## src/rtl/mem_bus_arbiter_if.sv

```systemverilog
// Bus bundle between the two cache controllers, the block arbiter and main memory.
// The master view belongs to the arbiter; the slave view is the caches plus memory.
interface mem_bus_arbiter_if #(
    parameter int ADDR_W  = 28,
    parameter int BLOCK_W = 128
);
    // icache side
    logic               i_read;
    logic [ADDR_W-1:0]  i_address;
    logic [BLOCK_W-1:0] i_readdata;
    logic               i_ack;
    // dcache side
    logic               d_read;
    logic               d_write;
    logic [ADDR_W-1:0]  d_address;
    logic [BLOCK_W-1:0] d_writedata;
    logic [BLOCK_W-1:0] d_readdata;
    logic               d_ack;
    // memory side
    logic               mem_read;
    logic               mem_write;
    logic [ADDR_W-1:0]  mem_address;
    logic [BLOCK_W-1:0] mem_writedata;
    logic [BLOCK_W-1:0] mem_readdata;
    logic               mem_busywait;
    // status
    logic               grant_d;

    modport master (
        input  i_read, i_address,
        input  d_read, d_write, d_address, d_writedata,
        input  mem_readdata, mem_busywait,
        output i_readdata, i_ack, d_readdata, d_ack,
        output mem_read, mem_write, mem_address, mem_writedata,
        output grant_d
    );

    modport slave (
        output i_read, i_address,
        output d_read, d_write, d_address, d_writedata,
        output mem_readdata, mem_busywait,
        input  i_readdata, i_ack, d_readdata, d_ack,
        input  mem_read, mem_write, mem_address, mem_writedata,
        input  grant_d
    );
endinterface

```

## src/rtl/mem_bus_arbiter.sv

```systemverilog
// Arbitrates the single main-memory block port between icache and dcache.
// One transaction in flight; round-robin on ties; all outputs registered.
module mem_bus_arbiter #(
    parameter int ADDR_W  = 28,
    parameter int BLOCK_W = 128
) (
    input logic                clk,
    input logic                reset,
    mem_bus_arbiter_if.master  bus
);

    typedef enum logic [1:0] {IDLE, ISSUE, WAIT, DONE} state_t;

    state_t             state_q, state_d;
    logic               last_grant_q, last_grant_d;   // 0 = icache, 1 = dcache
    logic               grant_d_q, grant_d_d;         // also serves as the owner flag
    logic               mem_read_q, mem_read_d;
    logic               mem_write_q, mem_write_d;
    logic [ADDR_W-1:0]  mem_address_q, mem_address_d;
    logic [BLOCK_W-1:0] mem_writedata_q, mem_writedata_d;
    logic               i_ack_q, i_ack_d;
    logic               d_ack_q, d_ack_d;
    logic [BLOCK_W-1:0] i_readdata_q, i_readdata_d;
    logic [BLOCK_W-1:0] d_readdata_q, d_readdata_d;

    logic i_req;
    logic d_req;
    logic pick_d;
    logic d_is_write;

    // Request decode: on a tie the side not granted last wins
    always_comb begin
        i_req      = bus.i_read;
        d_req      = bus.d_read | bus.d_write;
        pick_d     = d_req & (~i_req | ~last_grant_q);
        d_is_write = pick_d & bus.d_write;
    end

    // State and output registers; reset aborts any transaction in progress
    always_ff @(posedge clk or negedge reset) begin
        if (!reset) begin
            state_q         <= IDLE;
            last_grant_q    <= 1'b0;
            grant_d_q       <= 1'b0;
            mem_read_q      <= 1'b0;
            mem_write_q     <= 1'b0;
            mem_address_q   <= '0;
            mem_writedata_q <= '0;
            i_ack_q         <= 1'b0;
            d_ack_q         <= 1'b0;
            i_readdata_q    <= '0;
            d_readdata_q    <= '0;
        end else begin
            state_q         <= state_d;
            last_grant_q    <= last_grant_d;
            grant_d_q       <= grant_d_d;
            mem_read_q      <= mem_read_d;
            mem_write_q     <= mem_write_d;
            mem_address_q   <= mem_address_d;
            mem_writedata_q <= mem_writedata_d;
            i_ack_q         <= i_ack_d;
            d_ack_q         <= d_ack_d;
            i_readdata_q    <= i_readdata_d;
            d_readdata_q    <= d_readdata_d;
        end
    end

    // Next-state sequencing: IDLE -> ISSUE -> WAIT (until memory ready) -> DONE
    always_comb begin
        state_d = state_q;
        case (state_q)
            IDLE:    if (i_req || d_req) state_d = ISSUE;
            ISSUE:   state_d = WAIT;
            WAIT:    if (!bus.mem_busywait) state_d = DONE;
            DONE:    state_d = IDLE;
            default: state_d = IDLE;
        endcase
    end

    // Output/datapath next values: latch at grant, complete in WAIT, release in DONE
    always_comb begin
        last_grant_d    = last_grant_q;
        grant_d_d       = grant_d_q;
        mem_read_d      = mem_read_q;
        mem_write_d     = mem_write_q;
        mem_address_d   = mem_address_q;
        mem_writedata_d = mem_writedata_q;
        i_ack_d         = 1'b0;
        d_ack_d         = 1'b0;
        i_readdata_d    = i_readdata_q;
        d_readdata_d    = d_readdata_q;
        case (state_q)
            IDLE: begin
                if (i_req || d_req) begin
                    grant_d_d     = pick_d;
                    mem_address_d = pick_d ? bus.d_address : bus.i_address;
                    mem_write_d   = d_is_write;
                    mem_read_d    = ~d_is_write;
                    if (d_is_write) mem_writedata_d = bus.d_writedata;
                end
            end
            WAIT: begin
                if (!bus.mem_busywait) begin
                    mem_read_d   = 1'b0;
                    mem_write_d  = 1'b0;
                    last_grant_d = grant_d_q;
                    if (grant_d_q) begin
                        d_ack_d = 1'b1;
                        if (mem_read_q) d_readdata_d = bus.mem_readdata;
                    end else begin
                        i_ack_d      = 1'b1;
                        i_readdata_d = bus.mem_readdata;
                    end
                end
            end
            DONE:    grant_d_d = 1'b0;
            default: ;
        endcase
    end

    assign bus.grant_d       = grant_d_q;
    assign bus.mem_read      = mem_read_q;
    assign bus.mem_write     = mem_write_q;
    assign bus.mem_address   = mem_address_q;
    assign bus.mem_writedata = mem_writedata_q;
    assign bus.i_ack         = i_ack_q;
    assign bus.d_ack         = d_ack_q;
    assign bus.i_readdata    = i_readdata_q;
    assign bus.d_readdata    = d_readdata_q;

endmodule

```

## src/flat_wrapper.sv

```systemverilog
// flat-port wrapper written by rule: the top's interface ports become plain ports
module mem_bus_arbiter_flat 
#(
    parameter int ADDR_W  = 28,
    parameter int BLOCK_W = 128
)
  (clk, reset, bus_i_read, bus_i_address, bus_d_read, bus_d_write, bus_d_address, bus_d_writedata, bus_mem_readdata, bus_mem_busywait, bus_i_readdata, bus_i_ack, bus_d_readdata, bus_d_ack, bus_mem_read, bus_mem_write, bus_mem_address, bus_mem_writedata, bus_grant_d);
  mem_bus_arbiter_if #(.ADDR_W(ADDR_W), .BLOCK_W(BLOCK_W)) bus_i ();
  input logic clk;
  input logic reset;
  input wire logic [$bits(bus_i.i_read)-1:0] bus_i_read;
  input wire logic [$bits(bus_i.i_address)-1:0] bus_i_address;
  input wire logic [$bits(bus_i.d_read)-1:0] bus_d_read;
  input wire logic [$bits(bus_i.d_write)-1:0] bus_d_write;
  input wire logic [$bits(bus_i.d_address)-1:0] bus_d_address;
  input wire logic [$bits(bus_i.d_writedata)-1:0] bus_d_writedata;
  input wire logic [$bits(bus_i.mem_readdata)-1:0] bus_mem_readdata;
  input wire logic [$bits(bus_i.mem_busywait)-1:0] bus_mem_busywait;
  output wire logic [$bits(bus_i.i_readdata)-1:0] bus_i_readdata;
  output wire logic [$bits(bus_i.i_ack)-1:0] bus_i_ack;
  output wire logic [$bits(bus_i.d_readdata)-1:0] bus_d_readdata;
  output wire logic [$bits(bus_i.d_ack)-1:0] bus_d_ack;
  output wire logic [$bits(bus_i.mem_read)-1:0] bus_mem_read;
  output wire logic [$bits(bus_i.mem_write)-1:0] bus_mem_write;
  output wire logic [$bits(bus_i.mem_address)-1:0] bus_mem_address;
  output wire logic [$bits(bus_i.mem_writedata)-1:0] bus_mem_writedata;
  output wire logic [$bits(bus_i.grant_d)-1:0] bus_grant_d;
  assign bus_i.i_read = bus_i_read;
  assign bus_i.i_address = bus_i_address;
  assign bus_i.d_read = bus_d_read;
  assign bus_i.d_write = bus_d_write;
  assign bus_i.d_address = bus_d_address;
  assign bus_i.d_writedata = bus_d_writedata;
  assign bus_i.mem_readdata = bus_mem_readdata;
  assign bus_i.mem_busywait = bus_mem_busywait;
  assign bus_i_readdata = bus_i.i_readdata;
  assign bus_i_ack = bus_i.i_ack;
  assign bus_d_readdata = bus_i.d_readdata;
  assign bus_d_ack = bus_i.d_ack;
  assign bus_mem_read = bus_i.mem_read;
  assign bus_mem_write = bus_i.mem_write;
  assign bus_mem_address = bus_i.mem_address;
  assign bus_mem_writedata = bus_i.mem_writedata;
  assign bus_grant_d = bus_i.grant_d;
  mem_bus_arbiter #(.ADDR_W(ADDR_W), .BLOCK_W(BLOCK_W)) u_core (.clk(clk), .reset(reset), .bus(bus_i));
endmodule
```

## config.mk

```make
export PLATFORM = sky130hd
export DESIGN_NAME = mem_bus_arbiter_flat
export DESIGN_NICKNAME = d
export VERILOG_FILES = /design/src/rtl/mem_bus_arbiter_if.sv /design/src/rtl/mem_bus_arbiter.sv /design/src/flat_wrapper.sv
export SDC_FILE = /design/constraint.sdc
export NUM_CORES = 1
export LEC_CHECK = 0
export ABC_AREA = 1
export CAP_MARGIN = 25
export CORE_AREA = 2 2 287 289
export DETAILED_ROUTE_END_ITERATION = 16
export DIE_AREA = 0 0 289 291
export PLACE_DENSITY = 0.52
export SLEW_MARGIN = 20
export SYNTH_ARGS = -nofsm -noshare
export SYNTH_HDL_FRONTEND = slang
export SYNTH_SLANG_ARGS = --single-unit
```

## constraint.sdc

```tcl
create_clock -name clk -period 1.9 [get_ports clk]
set_input_delay 0.19 -clock clk [delete_from_list [all_inputs] [get_ports clk]]
set_output_delay 0.19 -clock clk [all_outputs]
set_load 0.05 [all_outputs]
```

After elaboration in Yosys (flattened, before gate mapping)
Cells that the tools add are included.

Equality and inequality tests: 5. Muxes and demuxes: 17. Bitwise gates (word level): 9. Reduce and logical (&&, ||, !) cells: 12.

Operators with widths (number): two-way mux 28 bit (1); two-way mux 1 bit (10); AND reduction 3 bit (3); one-hot mux 2 bit (4 select lines) (1); AND reduction 2 bit (4); one-hot mux 1 bit (2 select lines) (3); NOT 1 bit (5); equality test 2 bit (second input constant) (2); two-way mux 2 bit (2); AND reduction 4 bit (1); nonzero test 2 bit (2); bitwise AND 1 bit (2); equality test 2 x 1 -> 1 bit (second input constant) (1); zero test 2 bit (1); inequality test 2 x 1 -> 1 bit (second input constant) (1); inequality test 2 bit (second input constant) (1); bitwise OR 1 bit (2); logical OR 1 bit (1).

Register bits after elaboration: 420. Bits of input ports: 318. Output and inout port bits: 417. Word-level logic and storage cells: 54.

Logic depth before layout (Yosys ltp)
Word-level depth: 7. Gate-level depth with buffers: 9. Mapped depth without buffers: 8.

Worst setup path after synthesis
Ideal clock, no wire load.

Path kind: register -> register. Start point: reg u_core.state_q[0]. End point: reg u_core.d_readdata_q[41] (netlist: u_core.bus.d_readdata[41]). Setup time: 0.122 ns. Arrival time: 1.424 ns. Data required time: 1.778 ns. Path slack: 0.353 ns. Stages on the path, launching flop included: 10. Clock period less this slack: 1.547 ns. Cell sequence: dfrtp_1 > inv_1 > ha_1 > inv_2 > nor2_4 > nand3_2 > buf_4 > buf_6 > nand2_1 > o21ai_1.

Cells in the longest elaborated chain, start to end: 2.

RTL lines: start: declaration (line mem_bus_arbiter.sv:14) `state_t state_q, state_d;`; start signal: assignment (line mem_bus_arbiter.sv:54) `state_q <= state_d;`; equality test 2 bit (line mem_bus_arbiter.sv:92) `case (state_q)`; AND reduction 4 bit (no source line); end signal: assignment (line mem_bus_arbiter.sv:64) `d_readdata_q <= d_readdata_d;`; end: declaration (line mem_bus_arbiter.sv:24) `logic [BLOCK_W-1:0] d_readdata_q, d_readdata_d;`.

Every way passes these cells. A chain may end at the register's enable or synchronous reset.

Final worst setup path
Start point: reg u_core.mem_writedata_q[86] (netlist: u_core.bus.mem_writedata[86]). End point: out bus_mem_writedata[86].

RTL lines: start: declaration (line mem_bus_arbiter.sv:20) `logic [BLOCK_W-1:0] mem_writedata_q, mem_writedata_d;`; start signal: assignment (line mem_bus_arbiter.sv:60) `mem_writedata_q <= mem_writedata_d;`; end: declaration (line flat_wrapper.sv:26) `output wire logic [$bits(bus_i.mem_writedata)-1:0] bus_mem_writedata;`.

No word-level cell between the ends.

==> parameters.txt <==
Parameter                              Value

Outcome
  Result of the run    finished, final reports clean

Route
  Initial DRC Count    603
  Number of design rule violations left after detail routing    0
  Vias per cell    3.85
  Number of nets still failing antenna checks after routing    0
  Vias    14108
  Routed Wire Length    61500 um
  1st-pass router iterations    5
  Final routed wire length divided by cell count    16.8 um

CTS
  Number of buffers between clock root and the deepest sink    3
  Clock-pin slew reported for the worst setup and hold paths after clock tree synthesis    60 ps
  TritonCTS Buffers    48
  Worst skew pair latency    580 ps
  TritonCTS clock tree    built
  Clock Sinks    420
  CTS Root Buffer Type    clkbuf_16
  Maximum level of the CTS H-tree    2

Timing
  Worst hold slack    144 ps
  Fin crit share    93.7%
  Worst Slack Setup Final    120 ps
  Post-route minimum period    1780 ps
  Upper clock frequency limit    562 MHz
  Max-slew violations    0
  Unrepaired setup endpoints after global routing    no
  Slew HR    59.3%
  Setup tns final    0 ps
  Measured slew at the worst slew-check pin    613 ps
  Final-report setup violation count    0
  Final Hold Vio Count    0
  Largest clock skew in the final design    13.1 ps

Critical path
  Maximum fanout encountered on the critical timing path    2
  Depth of the critical timing path with buffers and inverters included    1
  Slowest stage delay, CP    590 ps
  CP Capture Type    output pin
  Data arrival time of the critical path    1590 ps
  Worst path buffer plus inverter count    1
  CP startpoint    u_core.bus.mem_writedata[86]$_DFFE_PN0P_
  Crit path launch type    flop
  Cell with the largest stage delay on the worst path    dlygate4sd2_1
  Family with the most delay on the worst path    buffers and inverters
  Critical path type    flop to output pin
  Crit Reg-Reg Startpoint    u_core.state_q[0]$_DFFE_PN0P_
  Critical path required time    1710 ps
  Sequence of cells on the critical path    dlygate4sd2_1
  R2r worst-path depth    9

Finish
  Share of post-route cells with drive strength above 1    7.77%
  Final net count    2870
  Fraction of the core area covered by cells at the end of the flow    32.8%
  Commonest non-fill, non-tap cells in the layout    nand2_1 (486), dfrtp_1 (420), dlygate4sd2_1 (383), inv_1 (323), clkdlybuf4s50_1 (316)
  Synthesis-to-layout area growth    60.5%
  Number of cells in the finished layout apart from fillers    3663
  Summed area of non-filler cells in the final layout    26700 sq um
  Most common cell after layout, fill and taps aside    nand2_1

Place
  Half-perimeter wire length after detailed placement    47600 um
  Number of buffers added on ports    734
  Setup slack after placement    42.7 ps
  Number of instances in the placed design    3564
  Final Wtd Congestion    0.839
  Instance area after placement    25300 sq um

Yosys
  Share of the synthesized area in the top cell type    63.3%
  Basic-gate share of the synthesized area counting and, or, nand and nor cells    13.2%
  Portion of the post-synthesis area used by sequential elements    63.3%
  Instance count of the mapped netlist    1794
  Number of warnings issued by yosys    0
  Largest family of logic cells by synthesized area    simple AND/OR/NAND/NOR gates
  Cell type contributing the most total cell area after synthesis    dfrtp_1
  Mux contribution to synthesized area    0%
  Average size of a mapped cell    9.26 sq um
  Number of distinct library cell variants in the gate-level netlist after synthesis    22
  Net Count, Synth    2116
  Parity-gate share of the synthesized area counting xor and xnor cells    0%
  Register bit total from synthesis    420
  Biggest area contributors in the synthesized netlist    dfrtp_1 (63%), nand2_1 (11%), inv_1 (7.3%), o21ai_1 (6.8%), o21ai_0 (4.6%)
  Synthesized-area fraction occupied by adder cells    0.301%
  Cell Area, Synth    16600 sq um
  Synth Area in Compound Gates    11.8%

Worst hold path
  HP Class    input port to async pin

Floorplanning
  Die width    289 um
  Number of core rows    105
  Core region area    81200 sq um
  Die ar.    84100 sq um
  Die outline height    291 um
  I/O pin cnt    735
  Initial cell density of the core    20.5%

Global routing
  Total gr overflow    0
  Initial antenna violation count    6
  Wire length of the first global-routing pass    91700 um
  Number of global-route vias before repair    14333
  GR Util All Layers    14.3%
  Maximum number of pins on one net before global-route repair    62

Power
  Pleak    14.2 nW
  Worst IR Drop VDD    0.000900 V
  Power per Cell Area    2020 nW/um^2
  Total power consumption of the routed design    53.9 mW

Run
  Max Cap Viol    0
[registers in the layout, indices dropped and copies added (netlist names)]
name                      flops
u_core.bus.mem_address       28
u_core.bus.i_readdata       128
u_core.bus.i_ack              1
u_core.bus.mem_write          1
u_core.bus.grant_d            1
u_core.last_grant_q           1
u_core.state_q                2
u_core.bus.mem_writedata    128
u_core.bus.d_readdata       128
u_core.bus.d_ack              1
u_core.bus.mem_read           1
[cell usage after synthesis]
cell type	n
ha_1	4
nor2_4	1
nand3_1	63
nand2_1	486
inv_2	1
buf_4	16
o21ai_2	7
buf_6	26
buf_2	35
nand2_2	1
o21ai_1	225
nand3_2	1
or2_2	1
nor2_1	6
dfrtp_1	420
nor3_1	1
inv_1	323
a21oi_1	2
clkbuf_1	17
clkbuf_2	2
buf_1	2
o21ai_0	154
[worst paths after layout]
check                      slack [ps]                                        to
setup reg to reg                  160      u_core.bus.i_readdata[9]$_DFFE_PN0P_
setup / recovery                  120                     bus_mem_writedata[86]
max in group asynchronous         950     u_core.bus.i_readdata[52]$_DFFE_PN0P_
hold reg to reg                   470    u_core.bus.mem_address[27]$_DFFE_PN0P_
hold / removal                    140     u_core.bus.i_readdata[54]$_DFFE_PN0P_
min in group clk                  170  u_core.bus.mem_writedata[40]$_DFFE_PN0P_
[power by group]
| group | leakage, nW | total (mW) | internal (mW) | switching (mW) |
|---|---|---|---|---|
| Clock | 0.851 | 10.1 | 6.11 | 3.95 |
| Sequential | 5.34 | 15.4 | 13.1 | 2.26 |
| Combinational | 8.01 | 28.4 | 7.15 | 21.3 |
| Total | 14.2 | 53.9 | 26.4 | 27.5 |
[per-layer routing]
| layer | up-vias | track usage (%) | share of wire, % |
|---|---|---|---|
| met5 | - | 0 | 0 |
| met4 | 0 | 6.26 | 4.1 |
| met3 | 116 | 4.05 | 6.9 |
| met2 | 425 | 24.3 | 49 |
| met1 | 6505 | 16.8 | 40 |
| li1 | 7062 | - | - |
[cells by family (layout without fill, tap and decap cells)]
| kind of cell | Yosys count | after routing |
|---|---|---|
| simple gates | 560 | 560 |
| buf+inv | 422 | 1215 |
| flops | 420 | 420 |
| compound gates | 388 | 388 |
| fa+ha+maj | 4 | 4 |
| other cells | 0 | 6 |
[cell type report]
cell class / count / area, sq um
clock buffers: 68 / 1440
well taps: 1070 / 1340
inverters: 324 / 1220
fillers: 8578 / 54500
flip-flops and latches: 420 / 10500
diodes: 6 / 15.0
repair buffers: 802 / 7600
multi-input cells: 952 / 4260
clock inverters: 21 / 292
[timing repair]
item | in CTS | in global routing
hold buffers | 1 | 0
buffers inserted | 0 | 2
pin swaps | 0 | 1
resized for setup | 383 | 1
endpoints found under the setup margin | 383 | 87
gates cloned | 0 | 1
endpoints found under the hold margin | 79 | 0
(Power assumes the default switching activity.)
